--- src/rtl/spi_flash_resp.sv ---
// rtl/spi_flash_resp.sv - SPI mode-0 flash responder: READ (0x03) streaming from a memory port.
// Optional JEDEC ID (0x9F) answer when SPI_FLASH_RESP_ID_EN is defined.
module spi_flash_resp #(
    parameter logic [7:0] READ_CMD = 8'h03
`ifdef SPI_FLASH_RESP_ID_EN
    ,
    parameter logic [7:0]  ID_CMD   = 8'h9F,
    parameter logic [23:0] JEDEC_ID = 24'hEF4018
`endif
) (
    input  logic        clock,
    input  logic        reset_n,
    input  logic        spi_clk,
    input  logic        spi_mosi,
    input  logic        spi_cs,
    output logic        spi_miso,
    output logic [23:0] mem_addr,
    output logic        mem_rd,
    input  logic [7:0]  mem_rdata,
    output logic        cmd_strobe,
    output logic [7:0]  cmd_byte,
    output logic        busy
);

    localparam logic [2:0] S_IDLE   = 3'd0;
    localparam logic [2:0] S_CMD    = 3'd1;
    localparam logic [2:0] S_ADDR   = 3'd2;
    localparam logic [2:0] S_DATA   = 3'd3;
    localparam logic [2:0] S_IGNORE = 3'd4;

    logic [1:0]  sclk_sync;
    logic        sclk_q;
    logic [1:0]  mosi_sync;
    logic [1:0]  cs_sync;
    logic        cs_q;
    logic        sclk_rise;
    logic        sclk_fall;
    logic        cs_rise;
    logic        mosi_s;
    logic        cs_s;

    logic [2:0]  state;
    logic [4:0]  bit_cnt;
    logic [22:0] rx_shift;
    logic [23:0] rx_next;
    logic [7:0]  tx_shift;
    logic        load_pending;
`ifdef SPI_FLASH_RESP_ID_EN
    logic        id_mode;
    logic [1:0]  id_idx;
`endif

    assign mosi_s    = mosi_sync[1];
    assign cs_s      = cs_sync[1];
    assign sclk_rise = sclk_sync[1] & ~sclk_q;
    assign sclk_fall = ~sclk_sync[1] & sclk_q;
    assign cs_rise   = cs_s & ~cs_q;
    assign rx_next   = {rx_shift, mosi_s};

    // cs synchronizer resets to deasserted so busy stays low out of reset
    always_ff @(posedge clock or negedge reset_n) begin
        if (!reset_n) begin
            sclk_sync <= 2'b00;
            sclk_q    <= 1'b0;
            mosi_sync <= 2'b00;
            cs_sync   <= 2'b11;
            cs_q      <= 1'b1;
        end else begin
            sclk_sync <= {sclk_sync[0], spi_clk};
            sclk_q    <= sclk_sync[1];
            mosi_sync <= {mosi_sync[0], spi_mosi};
            cs_sync   <= {cs_sync[0], spi_cs};
            cs_q      <= cs_sync[1];
        end
    end

    always_ff @(posedge clock or negedge reset_n) begin
        if (!reset_n) begin
            state        <= S_IDLE;
            bit_cnt      <= 5'd0;
            rx_shift     <= 23'd0;
            tx_shift     <= 8'd0;
            load_pending <= 1'b0;
            spi_miso     <= 1'b0;
            mem_addr     <= 24'd0;
            mem_rd       <= 1'b0;
            cmd_strobe   <= 1'b0;
            cmd_byte     <= 8'd0;
            busy         <= 1'b0;
`ifdef SPI_FLASH_RESP_ID_EN
            id_mode      <= 1'b0;
            id_idx       <= 2'd0;
`endif
        end else begin
            mem_rd       <= 1'b0;
            cmd_strobe   <= 1'b0;
            load_pending <= mem_rd;
            busy         <= ~cs_q;
            if (cs_rise) begin
                // end of transaction wins over any clock edge; a pending fetch is dropped
                state        <= S_IDLE;
                spi_miso     <= 1'b0;
                bit_cnt      <= 5'd0;
                rx_shift     <= 23'd0;
                tx_shift     <= 8'd0;
                load_pending <= 1'b0;
`ifdef SPI_FLASH_RESP_ID_EN
                id_mode      <= 1'b0;
                id_idx       <= 2'd0;
`endif
            end else begin
                if (load_pending) tx_shift <= mem_rdata;
                if (sclk_rise) rx_shift <= rx_next[22:0];
                case (state)
                    S_IDLE: begin
                        if (!cs_s) begin
                            state   <= S_CMD;
                            bit_cnt <= 5'd0;
                        end
                    end
                    S_CMD: begin
                        if (sclk_rise) begin
                            if (bit_cnt == 5'd7) begin
                                bit_cnt    <= 5'd0;
                                cmd_byte   <= rx_next[7:0];
                                cmd_strobe <= 1'b1;
                                if (rx_next[7:0] == READ_CMD) state <= S_ADDR;
`ifdef SPI_FLASH_RESP_ID_EN
                                else if (rx_next[7:0] == ID_CMD) begin
                                    state    <= S_DATA;
                                    tx_shift <= JEDEC_ID[23:16];
                                    id_mode  <= 1'b1;
                                    id_idx   <= 2'd1;
                                end
                                else state <= S_IGNORE;
`else
                                else state <= S_IGNORE;
`endif
                            end else begin
                                bit_cnt <= bit_cnt + 5'd1;
                            end
                        end
                    end
                    S_ADDR: begin
                        if (sclk_rise) begin
                            if (bit_cnt == 5'd23) begin
                                bit_cnt  <= 5'd0;
                                mem_addr <= rx_next;
                                mem_rd   <= 1'b1;
                                state    <= S_DATA;
                            end else begin
                                bit_cnt <= bit_cnt + 5'd1;
                            end
                        end
                    end
                    S_DATA: begin
                        if (sclk_rise) begin
                            if (bit_cnt == 5'd7) begin
                                bit_cnt <= 5'd0;
`ifdef SPI_FLASH_RESP_ID_EN
                                if (id_mode) begin
                                    case (id_idx)
                                        2'd1:    tx_shift <= JEDEC_ID[15:8];
                                        2'd2:    tx_shift <= JEDEC_ID[7:0];
                                        default: tx_shift <= 8'd0;
                                    endcase
                                    if (id_idx != 2'd3) id_idx <= id_idx + 2'd1;
                                end else begin
`endif
                                mem_addr <= mem_addr + 24'd1;
                                mem_rd   <= 1'b1;
`ifdef SPI_FLASH_RESP_ID_EN
                                end
`endif
                            end else begin
                                bit_cnt <= bit_cnt + 5'd1;
                            end
                        end else if (sclk_fall) begin
                            spi_miso <= tx_shift[7];
                            tx_shift <= {tx_shift[6:0], 1'b0};
                        end
                    end
                    S_IGNORE: spi_miso <= 1'b0;
                    default:  state <= S_IDLE;
                endcase
            end
        end
    end

endmodule

--- config.mk ---
export PLATFORM = sky130hd
export DESIGN_NAME = spi_flash_resp
export DESIGN_NICKNAME = d
export VERILOG_FILES = /design/src/rtl/spi_flash_resp.sv
export SDC_FILE = /design/constraint.sdc
export NUM_CORES = 1
export LEC_CHECK = 0
export ABC_AREA = 1
export BUFFER_PORTS_ARGS = -buffer_cell sky130_fd_sc_hd__buf_4
export CAP_MARGIN = 20
export CORE_ASPECT_RATIO = 1.4
export CORE_MARGIN = 5
export CORE_UTILIZATION = 45
export DETAILED_ROUTE_END_ITERATION = 6
export PLACE_DENSITY_LB_ADDON = 0.08
export SLEW_MARGIN = 30
export SYNTH_ARGS = -nofsm -noshare
export SYNTH_HDL_FRONTEND = slang
export SYNTH_SLANG_ARGS = --single-unit
--- constraint.sdc ---
create_clock -name clock -period 3.3 [get_ports clock]
set_clock_uncertainty 0.1 [all_clocks]
set_input_delay 0.66 -clock clock [delete_from_list [all_inputs] [get_ports clock]]
set_output_delay 0.66 -clock clock [all_outputs]
set_load 0.005 [all_outputs]
# ---- After elaboration in Yosys (flattened, before gate mapping)
# Cells that the tools add are included.
dict set report classes {
  shift 0
  multipliers 0
  reduce_logical 12
  n_eq_ne 20
  bitwise 7
  div_mod_pow 0
  add_sub_neg 2
  order_cmp 0
  n_mux 40
}
# op n
set ops {}
lappend ops {{2-to-1 mux 24 bit} 4}
lappend ops {{one-hot mux 24 bit (2 select lines)} 1}
lappend ops {{2-to-1 mux 23 bit} 2}
lappend ops {{2-to-1 mux 8 bit} 5}
lappend ops {{2-to-1 mux 5 bit} 6}
lappend ops {{adder 24 x 1 -> 24 bit (second input constant)} 1}
lappend ops {{2-to-1 mux 3 bit} 7}
lappend ops {{!= test 3 bit (second input constant)} 7}
lappend ops {{one-hot mux 5 bit (3 select lines)} 1}
lappend ops {{one-hot mux 3 bit (4 select lines)} 1}
lappend ops {{AND reduction 6 bit} 2}
lappend ops {{2-to-1 mux 1 bit} 11}
lappend ops {{equality test 8 x 2 -> 1 bit (second input constant)} 1}
lappend ops {{!= test 2 bit (second input constant)} 4}
lappend ops {{AND reduction 4 bit} 2}
lappend ops {{equality test 3 x 2 -> 1 bit (second input constant)} 2}
lappend ops {{adder 5 x 1 -> 5 bit (second input constant)} 1}
lappend ops {{equality test 5 x 3 -> 1 bit (second input constant)} 1}
lappend ops {{equality test 5 bit (second input constant)} 1}
lappend ops {{inverter 1 bit} 4}
lappend ops {{one-hot mux 1 bit (2 select lines)} 2}
lappend ops {{nonzero test 2 bit} 2}
lappend ops {{nonzero test 4 bit} 1}
lappend ops {{OR reduction 2 bit} 2}
lappend ops {{8 further kinds} 10}
dict set report totals {
  mem_bits_rw 0
  romBits 0
  mem_count 0
  latchBits 0
  output_inout_bits 36
  regBits 84
}

# ---- Depth between registers and ports, before layout
dict set report logic_depth {
  word_depth 6
  mapped_depth 10
  mapped_depth_nobuf 10
}

# ---- Worst setup path after synthesis
# Ideal clock, no wire load.
dict set report synth_timing {
  path_kind {reg-to-reg}
  startpoint {reg mem_addr[1]}
  endpoint {reg mem_addr[20]}
  setup_time_ns 0.116
  stages_incl_launch_ff 11
  slack_ns 1.723
  synth_period_minus_slack_ns 1.577
  required_time_ns 3.084
  path_buffers 0
  arrival_ns 1.361
  cell_sequence {dfrtp_1 > ha_1 > nand2_1 > nor2_1 > nand2_1 > nor2_1 > nand2_1 > nand2_1 > nand3_1 > nand2_1 > nand2_1}
}
dict set report synth_via {
  elab_chain_len 4
}
# element line_no
set synth_lines {}
lappend synth_lines {{from (decl)} 17} ;# output logic [23:0] mem_addr,
lappend synth_lines {{from (signal assigned)} 148} ;# mem_addr <= rx_next;
lappend synth_lines {{from (signal assigned)} 170} ;# mem_addr <= mem_addr + 24'd1;
lappend synth_lines {{adder 24 x 1 -> 24 bit} 170}
lappend synth_lines {{2-to-1 mux 24 bit} 158} ;# if (bit_cnt == 5'd7) begin
lappend synth_lines {{2-to-1 mux 24 bit} 157} ;# if (sclk_rise) begin
lappend synth_lines {{one-hot mux 24 bit (2 select lines)} 114} ;# case (state)
# Every way passes these cells. The select of a mux whose other input is x is not followed.
# A chain may end at the register's enable or synchronous reset.

# ---- Worst setup path in the final report
dict set report layout_timing {
  startpoint {reg cs_q}
  endpoint {reg mem_addr[1]}
}
dict set report layout_via {
  elab_chain_len 4
}
# element line_no
set layout_lines {}
lappend layout_lines {{from (decl)} 35} ;# logic cs_q;
lappend layout_lines {{from (signal assigned)} 73} ;# cs_q <= cs_sync[1];
lappend layout_lines {{inverter 1 bit} 57} ;# assign cs_rise = cs_s & ~cs_q;
lappend layout_lines {{bitwise AND 1 bit} 57}
lappend layout_lines {{inverter 1 bit (no line)} n/a}
lappend layout_lines {{AND reduction 6 bit (no line)} n/a}
# Every way passes these cells.

==> results by group <==
Timing
  • Final setup viols: 0
  • Fin crit period: 2.597 ns
  • Slew Limit Headroom: between 40% and 50%
  • Final period utilization: 78.69%
  • RSZ-0062 raised after global routing: false
  • Fmax: slightly below 400 MHz
  • Hold Vio Cnt, Final: 0
  • Slew @ Worst Pin: 0.7642 ns
  • Setup Total Neg Slack: 0 ns
  • Final Slew Violations: 0

Yosys
  • FFs w/ async S/R, synth: 100.0%
  • Register area share after synthesis: 49.41%
  • Syn_nets: 573
  • Distinct cell type count after synthesis: 33
  • Avg Cell Area, Syn: 7.637 um^2
  • Cell Area, Synth: between 4000 and 5000 um^2
  • Yosys top cell area share: about 48%
  • Yosys warning total: 0
  • Commonest cells in the netlist: 169 x nand2_1, 81 x dfrtp_1, 68 x inv_1, 42 x nand3_1, 42 x nor2_1
  • Post-synthesis register bit count: 84
  • Top cell type by total area after synthesis: dfrtp_1
  • Top-count cell post-synth: nand2_1
  • Main synth FF type: dfrtp_1
  • Post-synthesis cell count: 558
  • Number of synthesized flops with an enable pin: 0
  • Largest cells by area after synthesis: dfrtp_1 48%, nand2_1 15%, inv_1 6.0%

Floorplan
  • Std cell rows: 42
  • Die ar.: roughly 12000 um^2
  • Die Y: 125.1 um
  • Starting Density: 45.56%
  • Die width: 92.25 um
  • IO Count: 49
  • Core Area: 9354 um^2

Worst setup path
  • Worst endpoint required time: 3.42 ns
  • Worst path bufs/invs: 2
  • R2R Path End: mem_addr[1]
  • Setup crit start kind: register
  • CP Capture Type: register
  • Worst setup path endpoint: mem_addr[1]
  • Critical Path AT: 2.72 ns
  • R2R Path Start: cs_q
  • CP most frequent cell: nand2_1
  • Crit path cell chain: inv_1 > nand2_1 > nand2_2 > nor2_2 > nand3_4 > inv_2 > nand2_1 > o21a_1
  • Worst r2r path cells: 8
  • CP Launch Point: cs_q
  • Crit Path Max Fanout: 43
  • WS Path Type: reg2reg
  • Delay-heaviest family, CP: simple AND/OR/NAND/NOR gates
  • R2R setup slack: about 0.70 ns
  • Critical Path Stages: 8
  • CP max-delay cell: dfstp_2
  • CP peak stage delay: roughly 0.52 ns

GRT
  • Initial antenna violation count: 0
  • Largest net degree at the start of global routing: 85
  • Grt ovf: 0
  • First-pass GRT wire length: 16220 um
  • Total GRT Usage: approximately 17%
  • Vias in the first global route: 3439

Cells and area
  • Nets: 617
  • Final core utilization: 53.57%
  • Area growth syn-to-layout: 17.59%
  • Layout cells sized above 1: 14.83%
  • Antenna cell count: 0

Routing
  • Via count: about 3700
  • WL/cell: 13.57 um
  • ANT nets after route: 0
  • Initial DRC count: 160
  • # DRC: 0
  • Vias per cell: 5.153
  • Total Routed Length: approximately 9700 um
  • Drt first pass iters: 5

CTS
  • Later-pin clock latency in the skew report: 0.33 ns
  • CTS root buf: clkbuf_16
  • Hold_buf cts: 0
  • Setup repair bufs after CTS: 0
  • CTS Sinks: 84
  • Total CTS buffers: 9
  • Cts repair resizes: 0
  • Deepest clock path buffer count: 2
  • CTS tree: built
  • H-tree levels: 3
  • Worst-path clk slew: 0.06 ns

Pwr
  • PwrDens: between 500 and 600 nW/um^2
  • Total power: 2583 uW
  • Leak pwr: 0.002298 uW
  • Maximum VDD drop: between 0.3 and 0.4 mV

Min path
  • Hold WC Path Type: reg2reg
  • Hold_sp: mosi_sync[0]

Place
  • I/O Buffers: 48
  • GPL Wtd Cong: around 0.78
  • Detail Placement HPWL: 6782 um

Status
  • Outcome: complete, no violations

Run
  • Max_cap viols: 0
stage by stage:
stage	instance area, um^2	hold WS [ns]	setup WS, ns	cells
after floorplan	4262	0.2312	1.723	558
after global placement	4688	0.2359	0.7834	701
after detailed placement	4692	0.2355	0.6960	701
after CTS	5011	0.2472	0.6779	717
after global routing	5011	0.2562	0.4044	717
final	5011	0.2487	0.7033	717
where the power goes:
group	internal, uW	leakage, uW	switching [uW]	total (uW)
sequential	1090	0.00114	59.2	1150
combinational	136	0.00100	232	368
clock	683	0.000153	386	1070
total	1900	0.00230	678	2580
kinds of logic (layout without fill, tap and decap cells):
family,after synthesis,count (layout),share of synthesized area [%]
buffers and inverters,90,139,8.456
and+or+nand+nor,283,283,28.60
xor gates and xnor gates,2,2,0.4111
DFF,84,84,49.41
muxes,2,2,0.4991
AOI/OAI and AO/OA,95,95,12.04
adders and majority gates,2,2,0.5871
worst min-delay path by stage:
stage | endpoint | slack, ns | cells after the start
floorplan | mosi_sync[1] | 0.23 | 0
global placement | sclk_sync[1] | 0.24 | 0
detailed placement | sclk_sync[1] | 0.24 | 0
CTS | sclk_sync[1] | 0.25 | 0
global route | sclk_sync[1] | 0.26 | 0
finish | mosi_sync[1] | 0.25 | 0
flip-flops by register name, indices dropped and copies added (netlist names), 3 cells and up:
signal    cells
bit_cnt       5
tx_shift      8
cmd_byte      8
rx_shift     23
state         3
mem_addr     24
cells in the final DEF (no fill, tap or decap), drive strengths merged, types with 2 or more instances in the layout:
master,count
nand2,173
dfrtp,81
inv,73
buf,50
nor2,48
nand3,43
o21ai,39
a21oi,29
o22ai,23
clkbuf,12
nand4,8
or2,5
nor3,4
dfstp,3
xor2,2
ha,2
bufinv,2
worst register-to-register path, stage by stage, from the launching register on:
cell and delay (ns):
dfstp_2 0.52, inv_1 0.04, nand2_1 0.37, nand2_2 0.39, nor2_2 0.24, nand3_4 0.40, inv_2 0.26, nand2_1 0.07
o21a_1 0.10
cell type report:
| class | instances | area (um^2) |
|---|---|---|
| Clock inverter | 4 | 72.57 |
| Clock buffer | 12 | 246.5 |
| Sequential cell | 84 | 2106 |
| Tap cell | 110 | 137.6 |
| Inverter | 73 | 274.0 |
| Timing Repair Buffer | 50 | 379.1 |
| Multi-Input combinational cell | 384 | 1795 |
| Fill cell | 884 | 4343 |
layer usage:
layer	wire length [um]	GRT usage [%]	vias up
met5	0	0	-
met4	116	5.774	0
met3	294	3.245	8
met2	4942	28.96	66
met1	4376	22.60	1727
li1	-	-	1894
Power figures use the tool's default switching activity.
